`config.mk`:
```
export PLATFORM = sky130hd
export DESIGN_NAME = fifo_ptr_ctrl
export DESIGN_NICKNAME = d
export VERILOG_FILES = /design/src/rtl/fifo_ptr_ctrl.sv
export SDC_FILE = /design/constraint.sdc
export NUM_CORES = 1
export LEC_CHECK = 0
export ABC_CLOCK_PERIOD_IN_PS = 2700
export CORE_UTILIZATION = 47
export CTS_CLUSTER_SIZE = 14
export DETAILED_ROUTE_END_ITERATION = 6
export GPL_ROUTABILITY_DRIVEN = 0
export PLACE_DENSITY_LB_ADDON = 0.1
export SLEW_MARGIN = 5
export SYNTH_ARGS = -nofsm -noshare
export SYNTH_HDL_FRONTEND = slang
export SYNTH_SLANG_ARGS = --single-unit
```
`constraint.sdc`:
```
create_clock -name CLK -period 2.7 [get_ports CLK]
set_clock_uncertainty 0.05 [all_clocks]
set_input_delay 0.54 -clock CLK [delete_from_list [all_inputs] [get_ports CLK]]
set_output_delay 0.54 -clock CLK [all_outputs]
set_load 0.05 [all_outputs]
```
`src/rtl/fifo_ptr_ctrl.sv`:
```
// Purpose: FIFO pointer/handshake controller; grants one write or read per strobe, tracks shadow occupancy.
// Latency: request sampled in IDLE -> registered ack/strobe next cycle; one transfer per 2 cycles max.
// Backpressure: WR_REQ/RD_REQ held until ack; refused at FIFOFULL/FIFOEMPTY or OCC limits 8/0.
module fifo_ptr_ctrl (
    input  logic       CLK,
    input  logic       RESET_,
    input  logic       FLUSH,
    input  logic       WR_REQ,
    input  logic       RD_REQ,
    input  logic       FIFOFULL,
    input  logic       FIFOEMPTY,
    output logic       WR_ACK,
    output logic       RD_ACK,
    output logic       INCFIFO,
    output logic       DECFIFO,
    output logic       RST_FIFO_,
    output logic [2:0] WPTR,
    output logic [2:0] RPTR,
    output logic [3:0] OCC
);

    typedef enum logic [1:0] {IDLE, WSTB, RSTB, FLSH} state_t;

    state_t     state, next_state;
    logic [3:0] wptr4, rptr4, occ_q;
    logic [3:0] wptr4_nxt, rptr4_nxt, occ_nxt;
    logic       wr_pri, wr_pri_nxt;
    logic       wr_ok, rd_ok;
    logic       wr_ack_nxt, rd_ack_nxt, rst_fifo_nxt;

    // State, pointers and all outputs are flops; outputs load from next-state decode.
    always_ff @(posedge CLK or negedge RESET_) begin
        if (!RESET_) begin
            state     <= FLSH;
            wptr4     <= 4'd0;
            rptr4     <= 4'd0;
            occ_q     <= 4'd0;
            wr_pri    <= 1'b1;
            WR_ACK    <= 1'b0;
            RD_ACK    <= 1'b0;
            INCFIFO   <= 1'b0;
            DECFIFO   <= 1'b0;
            RST_FIFO_ <= 1'b0;
        end else begin
            state     <= next_state;
            wptr4     <= wptr4_nxt;
            rptr4     <= rptr4_nxt;
            occ_q     <= occ_nxt;
            wr_pri    <= wr_pri_nxt;
            WR_ACK    <= wr_ack_nxt;
            RD_ACK    <= rd_ack_nxt;
            INCFIFO   <= wr_ack_nxt;
            DECFIFO   <= rd_ack_nxt;
            RST_FIFO_ <= rst_fifo_nxt;
        end
    end

    always_comb begin
        wr_ok      = WR_REQ && !FIFOFULL && (occ_q < 4'd8);
        rd_ok      = RD_REQ && !FIFOEMPTY && (occ_q != 4'd0);
        next_state = state;
        case (state)
            IDLE: begin
                if (wr_ok && (!rd_ok || wr_pri))
                    next_state = WSTB;
                else if (rd_ok)
                    next_state = RSTB;
            end
            WSTB, RSTB, FLSH: next_state = IDLE;
            default:          next_state = FLSH;
        endcase
        if (FLUSH)
            next_state = FLSH;
    end

    // A strobe interrupted by flush still completes, but its increment is lost to the clear.
    always_comb begin
        wptr4_nxt    = wptr4;
        rptr4_nxt    = rptr4;
        occ_nxt      = occ_q;
        wr_pri_nxt   = wr_pri;
        wr_ack_nxt   = (next_state == WSTB);
        rd_ack_nxt   = (next_state == RSTB);
        rst_fifo_nxt = (next_state != FLSH);
        if (next_state == FLSH) begin
            wptr4_nxt  = 4'd0;
            rptr4_nxt  = 4'd0;
            occ_nxt    = 4'd0;
            wr_pri_nxt = 1'b1;
        end else begin
            if (state == WSTB) begin
                wptr4_nxt = wptr4 + 4'd1;
                occ_nxt   = occ_q + 4'd1;
            end
            if (state == RSTB) begin
                rptr4_nxt = rptr4 + 4'd1;
                occ_nxt   = occ_q - 4'd1;
            end
            if (next_state == WSTB)
                wr_pri_nxt = 1'b0;
            if (next_state == RSTB)
                wr_pri_nxt = 1'b1;
        end
    end

    assign WPTR = wptr4[2:0];
    assign RPTR = rptr4[2:0];
    assign OCC  = occ_q;

endmodule
```
* Yosys cells after proc, flatten, opt, wreduce, memory -nomap -nowiden *
Index checks and enable logic that the tools add are counted.

cells by class
  add/subtract/negate cells = 4
  equality and inequality tests = 7
  magnitude comparators = 1
  multiplexer cells = 14
  reduce and logical (&&, ||, !) cells = 16

operators by type and width
  kind                   number
  $mux W4                7
  $add A4 B1 Y4 const B  3
  $eq A2 B2 Y1 const B   4
  $mux W2                3
  $reduce_bool A3 Y1     2
  $logic_and A1 B1 Y1    5
  $eq A2 B1 Y1 const B   2
  $lt A4 B4 Y1 const B   1
  $pmux W2 S2            1
  $reduce_bool A2 Y1     2
  $reduce_bool A4 Y1     1
  $sub A4 B1 Y4 const B  1
  $logic_not A1 Y1       3
  $mux W1                3
  $reduce_or A3 Y1       1
  $logic_not A2 Y1       1
  $ne A2 B2 Y1 const B   1
  $logic_or A1 B1 Y1     1

storage, ports and cells
  flip-flop bits (word level) = 18
  input port bits = 7

* Logic depth before layout (Yosys ltp) *
  depth in word-level cells = 13
  gate-level depth with buffers = 7

* Worst setup path before layout *
No wires, ideal clock.

  path type = flip-flop to flip-flop
  start = reg state[0]
  end = reg occ_q[3] (netlist: OCC[3])
  data arrival time = 1.911 ns
  setup time = 0.071 ns
  cell stages (with the launch flop) = 8
  clock period less this slack = 2.031 ns
  buffers on the path = 2
  path slack = 0.669 ns
  cells stage by stage = dfstp_2 > buf_2 > nor2b_4 > buf_6 > ha_1 > and3_1 > or4b_1 > nand4_1

between the ends
  longest elaborated chain between the ends = 6
  elaborated cells between the ends (all ways) = 13
  those cells by class = eq/ne: 4; mux: 6; reduce/logical: 3

ends and longest elaborated chain
  element                                                         line    RTL
  from (decl)                                                     24      state_t state, next_state;
  from (signal assigned)                                          45      state <= next_state;
  $eq A2 B1 Y1 (tied with other cells)                            62, 91
  $reduce_or A3 Y1 / $mux W2 (equally long branches)              62, 64
  $pmux W2 S2                                                     62      case (state)
  $mux W2                                                         72      if (FLUSH)
  $eq A2 B2 Y1                                                    85      if (next_state == FLSH) begin
  $reduce_bool A3 Y1 (no line) / $mux W4 (equally long branches)  --
  to (signal assigned)                                            48      occ_q <= occ_nxt;
  to (decl)                                                       25      logic [3:0] wptr4, rptr4, occ_q;

Several ways; a longest one is shown, not always the timed one.
A chain may end at the register's enable or synchronous reset.

* Final worst setup path *
  start = reg occ_q[0] (netlist: OCC[0])
  end = out OCC[0]

RTL lines
  element    line  RTL
  to (decl)  19    output logic [3:0] OCC

No word-level cell between the ends.

==> summary.md <==
| Metric | Value |
|---|---|
| P_leak | 0.511 nW |
| Initial core utilization | 53.1% |
| Final hold vios | 0 |
| Slew @ Worst Pin | 0.692 ns |
| Fin crit share | 80.9% |
| Min-Delay Path Class | reg2reg |
| Largest net degree at the start of global routing | 17 |
| Worst vdd ir | roughly 0.37 mV |
| Crit path cell chain | clkdlybuf4s50_1 |
| FMAX | around 460 MHz |
| Post-route ant nets | 0 |
| Power Total | approximately 0.00062 W |
| Synth Cell Area | 847 um^2 |
| Die ar. | 1980 um^2 |
| Cell count after synthesis | 77 |
| Worst setup margin | approximately 0.52 ns |
| Final instance area | 1080 um^2 |
| Crit start category | flop |
| Vias | 628 |
| Yosys top cell area share | 38.4% |
| DR pass1 iterations | 4 |
| R2R Path Start | state[1] |
| Width of the chip | 44.5 um |
| Synth top area cells | dfrtp_1 38%, dfstp_2 9.3%, ha_1 5.9% |
| Filler cells | 128 |
| Area of the multi-input gates | roughly 390 um^2 |
| Area grow syn2layout | 28.1% |
| Die height | 44.5 um |
| Initial antenna violation count | 0 |
| GRT overflow | 0 |
| Buffers on Ports | 21 |
| Crit-path max FO | 6 |
| Setup-failing EPs final | 0 |
| Maxcap violations | 0 |
| Final HPWL DP | between 1 and 1.5 mm |
| WP data arrival | 1.59 ns |
| Ports | 22 |
| Post-Synth Simple-Gate Area | 20.2% |
| Clk slew on worst S/H paths | 0.09 ns |
| WP data required | 2.11 ns |
| Synth Register Bits | 16 |
| Vias/cell | 5.19 |
| Register area | 404 um^2 |
| Syn Nets | ~90 |
| Hold Path Depth | 2 |
| Adder-Cell Fraction of Synth Area | roughly 8.3% |
| Root Driver | clkbuf_4 |
| Post-Route WL | ~1.6 mm |
| Post_cts resized | 0 |
| Worst r2r path cells | 5 |
| Post-synthesis cell type count | 33 |
| TritonCTS Buffers | 3 |
| CTS tree | yes |
| Post CTS Setup Buffer Count | 0 |
| Mux contribution to synthesized area | 3.55% |
| Antenna cells | 0 |
| Yosys warnings | 0 |
| Register area share after synthesis | about 48% |
| Setup_tns | 0 ns |
| Largest delay share family, worst path | buffers and inverters |
| Drt drc | 0 |
| Slowest library cell on the worst path | clkdlybuf4s50_1 |
| # clock sinks | 16 |
| Bufs on Longest Clock Path | 2 |
| Xor/xnor share of the synthesized area | 6.20% |
| First-pass GRT wire length | roughly 2.7 mm |
| Hold slack | between 0.4 and 0.5 ns |
| Fin nets | 110 |
| Worst r2r dst | OCC[3] |
| Placed cell areas | about 1000 um^2 |
| Clk_lat worst skew | 0.29 ns |
| WL/cell | 13.3 um |
| H-tree Lvls | 1 |
| Slowest cell delay on critical path | about 0.84 ns |
| Avg Cell Area, Syn | around 11 um^2 |
| Tot GR Track Use | 18.8% |
| Buf/Inv on CP | 1 |
| RSZ-0062 raised after global routing | false |
| Worst Min Path Start | wptr4[2] |
| Vias in the first global route | 643 |
| Synth Area in Compound Gates | 7.24% |
| Synth area leader | dfrtp_1 |
| Period minus WS final | ~2.2 ns |
| Post-CTS Hold Fix Bufs | 0 |
| Share of layout cells above drive strength 1 | 9.28% |
| Power Dens Cells | 569 nW/um^2 |
| Crit Path Category | reg2out |
| Max-Slew Margin vs Limit | 53.7% |
| R2r setup slk | 0.58 ns |
| Pre-CTS WS | around 0.62 ns |
| Largest family of logic cells by synthesized area | simple AND/OR/NAND/NOR gates |
| Core ar. | ~1600 um^2 |
| Row Count | 14 |
| Initial DRC Count | 8 |
| Setup crit end kind | output pin |
| Outcome | complete, no violations |
| Final Max Tran Viols | 0 |
| Sink of the worst hold path | wptr4[2] |
[area by class of cell]
class,instances,area share (%)
Sequential cell,16,37.3
Multi-Input combinational cell,52,35.5
Timing Repair Buffer,22,20.1
Clock buffer,4,3.34
Tap cell,24,2.77
Inverter,3,1.04
[stage by stage]
stage / utilization, % / cells
2_1_floorplan: - / 77
3_3_place_gp: 65.8 / 117
3_5_place_dp: 65.8 / 117
4_1_cts: 68.1 / 121
5_1_grt: 68.1 / 121
6_report: 68.1 / 121
[cell usage in the layout, fill, tap and decap left out, types with 3 or more instances in the layout]
cell type | Yosys | routed
ha_1 | 4 | 4
clkbuf_4 | 0 | 3
mux2i_1 | 3 | 3
clkdlybuf4s50_1 | 0 | 21
dfstp_2 | 3 | 3
inv_1 | 3 | 3
nor2_1 | 12 | 12
xor2_1 | 4 | 4
dfrtp_1 | 13 | 13
[cell usage after synthesis, drive strengths merged]
| cell type | number |
|---|---|
| nor4 | 2 |
| dfstp | 3 |
| inv | 3 |
| nand3b | 2 |
| nand2b | 2 |
| xor2 | 4 |
| nor2 | 12 |
| nor3 | 1 |
| and3 | 2 |
| nor3b | 1 |
| xnor2 | 2 |
| mux2i | 3 |
| and2 | 1 |
| nand2 | 2 |
| nand4 | 1 |
| buf | 5 |
| fa | 1 |
| o211ai | 1 |
| clkbuf | 1 |
| or4bb | 1 |
| a21oi | 1 |
| a211oi | 1 |
| nor2b | 2 |
| o2111ai | 1 |
| a21o | 2 |
| ha | 4 |
| or4b | 1 |
| a211o | 1 |
| dfrtp | 13 |
| o311ai | 1 |
[cells by family after synthesis]
family          count (synthesis)
mux                             3
xor+xnor                        6
fa+ha+maj                       5
compound gates                  8
flops                          16
simple gates                   30
buf+inv                         9
[how the worst max path moves through the flow]
stage | slack, ns | depth (start not counted) | from | endpoint
floorplan | 0.67 | 7 | state[0] | OCC[3]
global placement | 0.68 | 5 | state[1] | OCC[3]
detailed placement | 0.62 | 5 | state[1] | OCC[3]
CTS | 0.50 | 1 | OCC[0] | OCC[0]
global route | 0.46 | 1 | OCC[0] | OCC[0]
finish | 0.52 | 1 | OCC[0] | OCC[0]
[per-layer routing]
layer	vias to the layer above	part of all wire, %	GRT usage (%)
met5	-	0	0
met4	0	2.4	10.9
met2	22	49	32.1
li1	302	-	-
met1	299	45	22.7
met3	5	4.2	2.45
[state kept, by name (all words and copies together) (netlist names)]
name	count
wptr4	3
OCC	4
rptr4	3
RST_FIFO_	1
INCFIFO	1
wr_pri	1
state	2
DECFIFO	1
[power by group]
part | switching [W] | leakage, nW | internal (W) | total [W]
registers | 0.0000236 | 0.206 | 0.000259 | 0.000282
clock network | 0.0000765 | 0.0210 | 0.0000823 | 0.000159
logic | 0.000107 | 0.284 | 0.0000688 | 0.000176
Power figures use the tool's default switching activity.
